<file path="src/rtl/uart_tx_buffered.sv">
// Buffered UART transmitter: FIFO_DEPTH-entry byte FIFO feeding an 8N1 serializer.
// Define UART_TX_PARITY_EN to append an even-parity bit (8E1 frame).
module uart_tx_buffered #(
  parameter int unsigned CLOCK_FREQ = 50_000_000,
  parameter int unsigned BAUD_RATE  = 115_200,
  parameter int unsigned FIFO_DEPTH = 8
) (
  input  logic                          clk,
  input  logic                          rst,
  input  logic [7:0]                    data_in,
  input  logic                          data_in_valid,
  output logic                          data_in_ready,
  output logic                          serial_out,
  output logic                          tx_busy,
  output logic [$clog2(FIFO_DEPTH):0]   fifo_count
);

  localparam int unsigned SYMBOL_EDGE_TIME = CLOCK_FREQ / BAUD_RATE;
  localparam int unsigned SYM_W = (SYMBOL_EDGE_TIME > 1) ? $clog2(SYMBOL_EDGE_TIME) : 1;
  localparam int unsigned PTR_W = (FIFO_DEPTH > 1) ? $clog2(FIFO_DEPTH) : 1;
  localparam int unsigned CNT_W = PTR_W + 1;

  typedef enum logic [2:0] {
    IDLE   = 3'd0,
    START  = 3'd1,
    DATA   = 3'd2,
`ifdef UART_TX_PARITY_EN
    PARITY = 3'd3,
`endif
    STOP   = 3'd4
  } state_t;

  state_t             state_q, state_d;
  logic [SYM_W-1:0]   sym_cnt_q, sym_cnt_d;
  logic [2:0]         bit_cnt_q, bit_cnt_d;
  logic [7:0]         shift_q, shift_d;
  logic               serial_q, serial_d;
  logic               ready_q, ready_d;
  logic               busy_q, busy_d;
  logic [CNT_W-1:0]   count_q, count_d;
  logic [PTR_W-1:0]   wr_ptr_q, wr_ptr_d;
  logic [PTR_W-1:0]   rd_ptr_q, rd_ptr_d;
  logic [7:0]         mem_q [FIFO_DEPTH];
`ifdef UART_TX_PARITY_EN
  logic               parity_q, parity_d;
`endif

  logic               push;
  logic               pop;
  logic               sym_end;
  logic [7:0]         head;

  // Next-state: FIFO bookkeeping plus the frame serializer
  always_comb begin
    state_d   = state_q;
    sym_cnt_d = sym_cnt_q;
    bit_cnt_d = bit_cnt_q;
    shift_d   = shift_q;
    serial_d  = serial_q;
`ifdef UART_TX_PARITY_EN
    parity_d  = parity_q;
`endif
    pop       = 1'b0;
    push      = data_in_valid && ready_q;
    head      = mem_q[rd_ptr_q];
    sym_end   = (sym_cnt_q == SYM_W'(SYMBOL_EDGE_TIME - 1));

    if (state_q != IDLE) begin
      sym_cnt_d = sym_end ? '0 : SYM_W'(sym_cnt_q + 1'b1);
    end

    case (state_q)
      IDLE: begin
        serial_d = 1'b1;
        if (count_q != '0) begin
          pop       = 1'b1;
          state_d   = START;
          serial_d  = 1'b0;
          shift_d   = head;
          sym_cnt_d = '0;
`ifdef UART_TX_PARITY_EN
          parity_d  = ^head;
`endif
        end
      end
      START: begin
        if (sym_end) begin
          state_d   = DATA;
          serial_d  = shift_q[0];
          bit_cnt_d = 3'd0;
        end
      end
      DATA: begin
        if (sym_end) begin
          if (bit_cnt_q == 3'd7) begin
`ifdef UART_TX_PARITY_EN
            state_d  = PARITY;
            serial_d = parity_q;
`else
            state_d  = STOP;
            serial_d = 1'b1;
`endif
          end else begin
            bit_cnt_d = 3'(bit_cnt_q + 3'd1);
            shift_d   = {1'b0, shift_q[7:1]};
            serial_d  = shift_q[1];
          end
        end
      end
`ifdef UART_TX_PARITY_EN
      PARITY: begin
        if (sym_end) begin
          state_d  = STOP;
          serial_d = 1'b1;
        end
      end
`endif
      STOP: begin
        if (sym_end) begin
          // Chain straight into the next frame so queued bytes leave without a gap
          if (count_q != '0) begin
            pop      = 1'b1;
            state_d  = START;
            serial_d = 1'b0;
            shift_d  = head;
`ifdef UART_TX_PARITY_EN
            parity_d = ^head;
`endif
          end else begin
            state_d  = IDLE;
            serial_d = 1'b1;
          end
        end
      end
      default: begin
        state_d  = IDLE;
        serial_d = 1'b1;
      end
    endcase

    count_d  = CNT_W'(count_q + CNT_W'(push) - CNT_W'(pop));
    wr_ptr_d = push ? PTR_W'(wr_ptr_q + 1'b1) : wr_ptr_q;
    rd_ptr_d = pop  ? PTR_W'(rd_ptr_q + 1'b1) : rd_ptr_q;
    ready_d  = (count_d != CNT_W'(FIFO_DEPTH));
    busy_d   = (state_d != IDLE) || (count_d != '0);
  end

  always_ff @(posedge clk) begin
    if (rst) begin
      state_q   <= IDLE;
      sym_cnt_q <= '0;
      bit_cnt_q <= '0;
      shift_q   <= '0;
      serial_q  <= 1'b1;
      ready_q   <= 1'b1;
      busy_q    <= 1'b0;
      count_q   <= '0;
      wr_ptr_q  <= '0;
      rd_ptr_q  <= '0;
`ifdef UART_TX_PARITY_EN
      parity_q  <= 1'b0;
`endif
    end else begin
      state_q   <= state_d;
      sym_cnt_q <= sym_cnt_d;
      bit_cnt_q <= bit_cnt_d;
      shift_q   <= shift_d;
      serial_q  <= serial_d;
      ready_q   <= ready_d;
      busy_q    <= busy_d;
      count_q   <= count_d;
      wr_ptr_q  <= wr_ptr_d;
      rd_ptr_q  <= rd_ptr_d;
`ifdef UART_TX_PARITY_EN
      parity_q  <= parity_d;
`endif
    end
  end

  // Storage array is not reset; occupancy is tracked by count_q
  always_ff @(posedge clk) begin
    if (push && !rst) begin
      mem_q[wr_ptr_q] <= data_in;
    end
  end

  assign data_in_ready = ready_q;
  assign serial_out    = serial_q;
  assign tx_busy       = busy_q;
  assign fifo_count    = count_q;

endmodule

</file>
<file path="config.mk">
export PLATFORM = sky130hd
export DESIGN_NAME = uart_tx_buffered
export DESIGN_NICKNAME = d
export VERILOG_FILES = /design/src/rtl/uart_tx_buffered.sv
export SDC_FILE = /design/constraint.sdc
export NUM_CORES = 1
export LEC_CHECK = 0
export ABC_AREA = 1
export CAP_MARGIN = 0
export CORE_MARGIN = 4
export CORE_UTILIZATION = 55
export CTS_CLUSTER_SIZE = 40
export DETAILED_ROUTE_END_ITERATION = 10
export GPL_ROUTABILITY_DRIVEN = 0
export PLACE_DENSITY = 0.73
export SLEW_MARGIN = 10
export SYNTH_ARGS = -nofsm -noshare
export SYNTH_HDL_FRONTEND = slang
export SYNTH_SLANG_ARGS = --single-unit
</file>
<file path="constraint.sdc">
create_clock -name clk -period 5.55 [get_ports clk]
set_input_delay 1.11 -clock clk [delete_from_list [all_inputs] [get_ports clk]]
set_output_delay 1.11 -clock clk [all_outputs]
set_load 0.1 [all_outputs]
</file>
======== After elaboration in Yosys (flattened, before gate mapping) ========
Memories as Yosys holds them, arrays and structs flattened. A register that Yosys moved wholly into a read port is not among the register bits.
Index checks and enable logic that the tools add are counted.
cells by class
  reduce and logical (&&, ||, !) cells .... 14
  multiplexer cells ....................... 33
  equality and inequality tests ........... 10
  $add $sub $neg .......................... 6
operators with widths
  operator                                                          number
  9-bit 2-to-1 mux                                                  4
  8-bit 2-to-1 mux                                                  4
  3-bit 2-to-1 mux                                                  10
  8-bit one-hot mux with 3 select lines                             1
  3-bit one-hot mux with 4 select lines                             1
  1-bit 2-to-1 mux                                                  10
  3-bit by 1-bit adder with 3-bit output (second input constant)    3
  9-bit by 1-bit adder with 9-bit output (second input constant)    1
  9-bit == test (second input constant)                             1
  3-bit nonzero test                                                3
  2-bit inequality test (second input constant)                     4
  4-bit AND reduction                                               2
  4-bit nonzero test                                                2
  3-bit == test (second input constant)                             2
  3-bit one-hot mux with 2 select lines                             1
  4-bit by 1-bit adder with 4-bit output                            1
  4-bit inequality test (second input constant)                     1
  1-bit one-hot mux with 4 select lines                             1
  4-bit by 1-bit subtractor with 4-bit output                       1
  3-bit by 1-bit == test with 1-bit output (second input constant)  1
  3-bit by 2-bit == test with 1-bit output (second input constant)  1
  3-bit logical NOT                                                 1
  3-bit AND reduction                                               1
  1-bit logical AND                                                 2
  4 further kinds                                                   4
word-level totals
  bits in registers ....................... 36
  memories ................................ 1
  bits in writable memories ............... 64
  input bits .............................. 11
  logic and storage cells ................. 74
memories
  memory  depth  bits a word  rd ports  clocked after memory_dff  wr ports  line  text
  mem_q   8      8            1         1                         1         43    logic [7:0] mem_q [FIFO_DEPTH];

======== Longest topological paths before layout ========
Gate-level depths: netlist (run 1).
  depth in word-level cells ............... 7
  gate-level depth with buffers ........... 18
  depth with buffers taken out ............ 18

======== Worst setup path after synthesis (run 1) ========
No wires, ideal clock.
  path kind ............................... reg2reg
  start ................................... register count_q[2] (netlist: fifo_count[2])
  end ..................................... register busy_q (netlist: tx_busy)
  stages on the path, launching flop included .. 18
  setup slack ............................. 2.447 ns
  period minus slack after synthesis ...... 3.103 ns
  library setup time ...................... 0.134 ns
  arrival ................................. 2.970 ns
  data required time ...................... 5.416 ns
  path through ............................ dfxtp_1 -> inv_1 -> ha_1 -> nand2_1 -> nand2_1 -> inv_1 -> nand2_2 -> nor2_1 -> inv_1 -> nand2_1 -> ha_1 -> inv_1 -> fa_1 -> nand2_1 -> nor2_1 -> nand3_1 -> nor2_1 -> a21oi_1
on the way
  longest elaborated chain between the ends .. 7
  elaborated cells between the ends (all ways) .. 13
  classes of those cells .................. add/sub (2); mux (7); reduce/logical (4)
ends and longest elaborated chain
  what                                         line     text
  from (decl)                                  40       logic [CNT_W-1:0] count_q, count_d;
  from (signal assigned)                       171      count_q <= count_d;
  4-bit nonzero test                           75, 121
  1-bit 2-to-1 mux                             75, 121
  1-bit 2-to-1 mux                             119      if (sym_end) begin
  1-bit one-hot mux with 2 select lines        72       case (state_q)
  4-bit by 1-bit subtractor with 4-bit output  141      count_d = CNT_W'(count_q + CNT_W'(push) - CNT_W'(pop));
  4-bit nonzero test                           145      busy_d = (state_d != IDLE) || (count_d != '0);
  1-bit logical OR *                           145
  to (signal assigned)                         170      busy_q <= busy_d;
  to (decl)                                    39       logic busy_q, busy_d;
Every way passes the cells marked *; elsewhere a longest branch is shown, timed or not.
A chain may end at the register's enable or synchronous reset.

======== Worst setup path in the final report (run 1) ========
  start ................................... register count_q[1] (netlist: fifo_count[1])
  end ..................................... output port fifo_count[1]
RTL lines
  what       line  text
  to (decl)  15    output logic [$clog2(FIFO_DEPTH):0] fifo_count
No word-level cell between the ends.

==> run_results.csv, run 1 <==
group,metric,value,unit
critical_path,crit-reg2reg-launch,"sym_cnt_q[0]",
logic_synthesis,synth_cell_types,37,
logic_synthesis,ys_ff_latch,103,
critical_path,cp_slowest_cell,"clkdlybuf4s50_1",
critical_path,cp_cell_sequence,"clkdlybuf4s50_1",
placement,hpwl,6.22,mm
timing,fmax,320,MHz
cells_and_area,nNetsFinal,516,
cells_and_area,syn_to_final_growth,9.26,%
pwr,internal-power,1.40,mW
timing,layout_min_cycle_time,3.12,ns
pwr,peakVddDrop,0.288,mV
floorplanning,initial_core_util,57.6,%
logic_synthesis,yosysSeqAreaShare,59.5,%
clock_tree,cts_made_buffers,9,
placement,port_buffers,17,
timing,whs,0.474,ns
timing,rsz0062_at_grt,"false",
floorplanning,die_h,98.9,um
global_route,use_met3,5.17,%
floorplanning,coreArea,0.00789,mm2
critical_path,start_kind,"flip-flop",
floorplanning,ios,18,
logic_synthesis,synth_flop_cell,"edfxtp_1",
clock_tree,clk_latency,0.37,ns
critical_path,crit_path_max_incr_delay,1.18,ns
clock_tree,clkTransAtPathRegs,0.10,ns
timing,slew_headroom,24.6,%
pwr,clkPwrFrac,19.8,%
cells_and_area,fin_cells,600,
global_route,grtUsageTotal,19.6,%
global_route,grt_max_degree,34,
logic_synthesis,async_reset_ff_share,0,%
routing,totalWireLength,9.00,mm
cells_and_area,drive_gt1_share,9.44,%
floorplanning,die_area,0.00977,mm2
pwr,swShare,41.1,%
floorplanning,fp.dieW,98.9,um
timing,finalCritPeriodShare,56.2,%
clock_tree,clock_sinks,103,
min_path,hold_class,"reg -> reg",
min_path,hold_end,"bit_cnt_q[0]",
clock_tree,htreeDepth,3,
logic_synthesis,synthesis.area,0.00454,mm2
timing,setup-violations-final,0,
clock_tree,cts_root_buf,"clkbuf_8",
routing,drc,0,
global_route,grt-busiest-layer,"met2",
critical_path,r2r_setup_slack,2.85,ns
logic_synthesis,synth_edf_count,64,
global_route,grt_pass1_wl,15.0,mm
timing,worstMarginPinSlew,1.12,ns
routing,vias,3228,
status,status,"finished, final reports clean",
cells_and_area,fillers,643,
placement,place_ws,2.08,ns
floorplanning,rows,32,
timing,maxSlewViolCount,0,
timing,hold_viol_final,0,
critical_path,crit_path_end_kind,"primary output",
global_route,met2_usage,31.1,%
placement,dp_cells,585,
pwr,p_leak,1.91,nW
cells_and_area,multi_input_area,0.00162,mm2
routing,drtIter0Drc,227,
critical_path,crit_fanout,5,
clock_tree,cts_tree,"yes",
pwr,pwr-share-seq,41.3,%
logic_synthesis,yosys_warnings,0,
timing,fin_worst_skew,0.0122,ns
critical_path,crit_start,"fifo_count[1]",
routing,firstDrtPassIters,5,
min_path,timing.hold.worst.start,"bit_cnt_q[0]",
timing,setup_tns,0,ns
pwr,power.density,478,mW/mm2
pwr,p_sw,0.975,mW
routing,postRouteAntennaNets,0,
cells_and_area,layout.area.seq,0.00270,mm2
pwr,power_frac_comb,38.9,%
logic_synthesis,syn_nets,501,
cells_and_area,final_util,62.9,%
critical_path,arrival,2.01,ns
critical_path,path_delay_family,"buffers and inverters",
critical_path,timing.critical_path.buf_inv,1,
critical_path,critPathKind,"reg -> out",
global_route,gr-usage-met1,26.1,%
critical_path,cp.required,4.44,ns
routing,wire_per_inst,15.0,um
logic_synthesis,syn_area_per_cell,9.48,um2
global_route,grt-ovfl-total,0,
critical_path,ff2ff_path_depth,17,
cells_and_area,diodes,0,
clock_tree,hold_buffers,0,
flow_run,maxCapViolCount,0,
routing,routed_via_density,5.38,
min_path,whs_path_depth,1,
global_route,antenna_found_initial,0,
critical_path,r2r_end,"tx_busy",
timing,layout_setup_ws,2.43,ns
clock_tree,cts_resized,0,
clock_tree,cts_setup_buffers,0,
logic_synthesis,syn_inst,479,
clock_tree,clockBufferDepth,2,
global_route,grt_pass1_vias,3119,
-- synthesized netlist by cell type (3+ instances only) --
cell      count  area [um2]
o21ai_0      17        85.1
nor2_4        3        33.8
nor3_1        9        45.0
inv_2         7        26.3
dfxtp_1      39         781
buf_2         8        40.0
edfxtp_1     64        1920
nand3_2       3        30.0
nand3_1      45         225
a21oi_2       7        61.3
nand2_1     144         541
inv_1        29         109
a21oi_1      21         105
ha_1         10         125
nand2_2       6        37.5
nor2_1       39         146
-- worst reg2reg max path, delay by kind of cell, from the launching register on --
| family | cells | cell delay (ns) |
|---|---|---|
| compound gates | 1 | 0.06 |
| buf+inv | 2 | 0.14 |
| fa+ha+maj | 3 | 0.83 |
| flops | 1 | 0.41 |
| simple gates | 11 | 1.15 |
-- metrics by stage --
step / cell area (um2) / total power, mW
3_5_place_dp: 4760 / 1.92
5_1_grt: 4960 / 2.54
3_3_place_gp: 4760 / 1.90
2_1_floorplan: 4540 / 1.71
4_1_cts: 4960 / 2.38
6_report: 4960 / 2.37
-- placed cells by master (no fill, tap or decap), types with 2 or more instances in the layout --
cell	count
clkdlybuf4s50_1	17
a21oi_1	21
xor2_1	2
a21oi_2	7
buf_4	2
dfxtp_1	39
nand2_2	6
inv_1	29
edfxtp_1	64
ha_1	10
o21ai_0	17
nand3_1	45
inv_2	7
nor2_1	39
nand3_2	3
o21ai_1	2
nand2_1	144
o22ai_1	2
nor2_4	3
nor3_1	8
clkbuf_8	9
inv_6	3
nand2_4	2
-- area by class of cell --
class                   instances  share of cell area [%]
clock buffers                  10                    2.57
clock inverters                 5                    1.29
inverters                      37                    2.80
multi-input cells             324                    32.6
flip-flops and latches        103                    54.5
well taps                     102                    2.57
repair buffers                 19                    3.73
-- worst max-delay path by stage --
stage                          to  cells past startpoint
finish              fifo_count[1]                      1
global route              tx_busy                     14
CTS                 fifo_count[1]                      1
detailed placement        tx_busy                     14
global placement          tx_busy                     14
floorplan                 tx_busy                     17
-- power groups by stage --
stage                     clock network, mW  logic (mW)  registers (mW)
final                                 0.470       0.924           0.980
after global routing                  0.511        1.04           0.993
after CTS                             0.477       0.922           0.980
after detailed placement                  0       0.919           0.997
after global placement                    0       0.903           0.995
after floorplan                           0       0.614            1.10
-- logic make-up (layout without fill, tap and decap cells) --
family,count (synthesis),in the layout,share of synthesized area [%]
xor gates and xnor gates,3,3,0.579
DFF,103,103,59.5
AOI/OAI and AO/OA,53,53,6.70
buffers and inverters,52,71,5.01
and+or+nand+nor,257,257,25.0
adders and majority gates,11,11,3.20
-- layer usage --
| metal | share of wire, % | wire (um) |
|---|---|---|
| met1 | 44 | 3980 |
| met2 | 48 | 4360 |
| met3 | 5.9 | 528 |
| met4 | 1.5 | 136 |
| met5 | 0 | 0 |
-- registers in the layout, summed over array words and instances, names as in the netlist, named ones only --
| name | count |
|---|---|
| data_in_ready | 1 |
| sym_cnt_q | 9 |
| shift_q | 8 |
| bit_cnt_q | 3 |
| serial_out | 1 |
| state_q | 3 |
| wr_ptr_q | 3 |
| fifo_count | 4 |
| tx_busy | 1 |
| rd_ptr_q | 3 |
| mem_q | 64 |
(Power assumes the default switching activity.)
==> inputs of run 2 (changes only) <==
==> constraint.sdc (replaced) <==
create_clock -name clk -period 3.26 [get_ports clk]
set_input_delay 0.652 -clock clk [delete_from_list [all_inputs] [get_ports clk]]
set_output_delay 0.652 -clock clk [all_outputs]
set_load 0.1 [all_outputs]
==> run 2 against run 1 <==
Effect of this change: global-route usage down 0.42 points; sequential power up 69%; first-iteration DRC count down 3.5%; design area up 0.73%; total power up 68%; largest cell class unchanged; combinational power up 71%; critical path depth up 16.
==> run_results.csv, run 2 (synthesized netlist as in run 1, its figures left out) <==
group,metric,value,unit
timing,maxSlewViolCount,0,
cells_and_area,diodes,0,
clock_tree,clk_latency,0.36,ns
placement,port_buffers,17,
routing,firstDrtPassIters,4,
floorplanning,fp.dieW,98.9,um
timing,slew_headroom,60.9,%
clock_tree,cts_resized,0,
critical_path,start_kind,"flip-flop",
global_route,grt-ovfl-total,0,
cells_and_area,syn_to_final_growth,10.1,%
timing,setup_tns,0,ns
pwr,p_leak,1.96,nW
clock_tree,cts_setup_buffers,0,
pwr,power.density,800,mW/mm2
global_route,grt_pass1_wl,14.6,mm
routing,vias,3300,
critical_path,crit_path_end_kind,"flip-flop",
clock_tree,clkTransAtPathRegs,0.09,ns
status,status,"finished, final reports clean",
timing,finalCritPeriodShare,83.0,%
global_route,grt_pass1_vias,3080,
timing,layout_setup_ws,0.553,ns
cells_and_area,reg.largest.list,"mem_q: 64 flops, sym_cnt_q: 9 flops, shift_q: 8 flops",
cells_and_area,fin_area,0.00500,mm2
routing,m1WireLength,3.84,mm
clock_tree,cts_made_buffers,9,
critical_path,crit_fanout,9,
timing,hold_viol_final,0,
timing,fin_worst_skew,0.0126,ns
routing,routed_via_density,5.41,
routing,wl_met2,4.48,mm
min_path,hold_class,"reg -> reg",
routing,drc,0,
cells_and_area,nNetsFinal,525,
cells_and_area,largest_reg_flops,64,
floorplanning,die_h,98.9,um
floorplanning,die_area,0.00977,mm2
floorplanning,coreArea,0.00789,mm2
floorplanning,ios,18,
placement,dp_cells,594,
routing,wire_per_inst,14.9,um
clock_tree,clockBufferDepth,2,
clock_tree,cts_tree,"yes",
critical_path,critPathKind,"reg -> reg",
critical_path,cp.required,3.50,ns
routing,wl_met3,622,um
clock_tree,htreeDepth,3,
timing,layout_min_cycle_time,2.71,ns
pwr,peakVddDrop,0.441,mV
cells_and_area,drive_gt1_share,11.8,%
clock_tree,cts_root_buf,"clkbuf_8",
floorplanning,initial_core_util,57.6,%
global_route,grtUsageTotal,19.1,%
pwr,finalPower,4.00,mW
global_route,grt_max_degree,33,
floorplanning,rows,32,
critical_path,arrival,2.94,ns
cells_and_area,final_util,63.4,%
placement,placement.cell_area,0.00481,mm2
flow_run,maxCapViolCount,0,
global_route,antenna_found_initial,0,
clock_tree,hold_buffers,0,
routing,maxUsedRoutingLayer,"met4",
cells_and_area,top_register,"mem_q",
routing,drtIter0Drc,219,
timing,setup-violations-final,0,
routing,postRouteAntennaNets,0,
clock_tree,clock_sinks,103,
cells_and_area,final_cell_mix,"144 x nand2_1, 64 x edfxtp_1, 45 x nand3_1",
timing,worstMarginPinSlew,0.586,ns
timing,fmax,369,MHz
timing,whs,0.469,ns
timing,rsz0062_at_grt,"false",
cells_and_area,fin_cells,610,
cells_and_area,layout_commonest_cell,"nand2_1",
placement,place_ws,0.246,ns
placement,hpwl,5.96,mm
routing,totalWireLength,9.10,mm
[run 2: changes by cell type in the layout (fill, tap and decap cells not counted), sizes merged]
cell           change
clkdlybuf4s50      -7
buf               +16
clkinvlp           -1
clkbuf             +2
inv                -3
clkinv             +3
[run 2: area by class of cell]
type	count	area, um2
fill	669	2890
sequential	103	2700
multi-input combinational	324	1610
timing repair buffer	28	235
inverter	37	139
clock buffer	12	135
tap	102	128
clock inverter	4	47.5
[run 2: path summary, 6_finish.rpt]
check | start | to | slack (ns) | cells after the start
worst max-delay path | sym_cnt_q[0] | tx_busy | 0.55 | 17
worst min-delay path | rd_ptr_q[2] | flip-flop | 0.47 | 2
worst max register to register | sym_cnt_q[0] | tx_busy | 0.55 | 17
worst min register to register | rd_ptr_q[2] | flip-flop | 0.47 | 2
[run 2: power breakdown]
part           total [mW]  switching (mW)  internal [mW]
combinational        1.58            1.09          0.483
clock               0.762           0.408          0.354
sequential           1.66           0.119           1.54
total                4.00            1.62           2.38
[run 2: worst max-delay path, cell delays in order (launching register included)]
cell and delay [ns]:
dfxtp_1 0.42, ha_1 0.17, nand2_1 0.06, nor2_2 0.12, nand2_4 0.11, nand2_1 0.09, nand2_2 0.10, nor2_1 0.18
inv_1 0.08, nand2_1 0.07, ha_1 0.18, inv_1 0.06, fa_1 0.50, nand2_1 0.06, nor2_1 0.14, nand3_1 0.10
nor2_1 0.10, a21oi_1 0.06
[run 2: metal layers]
layer  vias to the layer above  track usage (%)
met3                        14             3.33
met2                        79             32.2
li1                       1642                -
met1                      1565             24.8
met5                         -                0
met4                         0             7.14
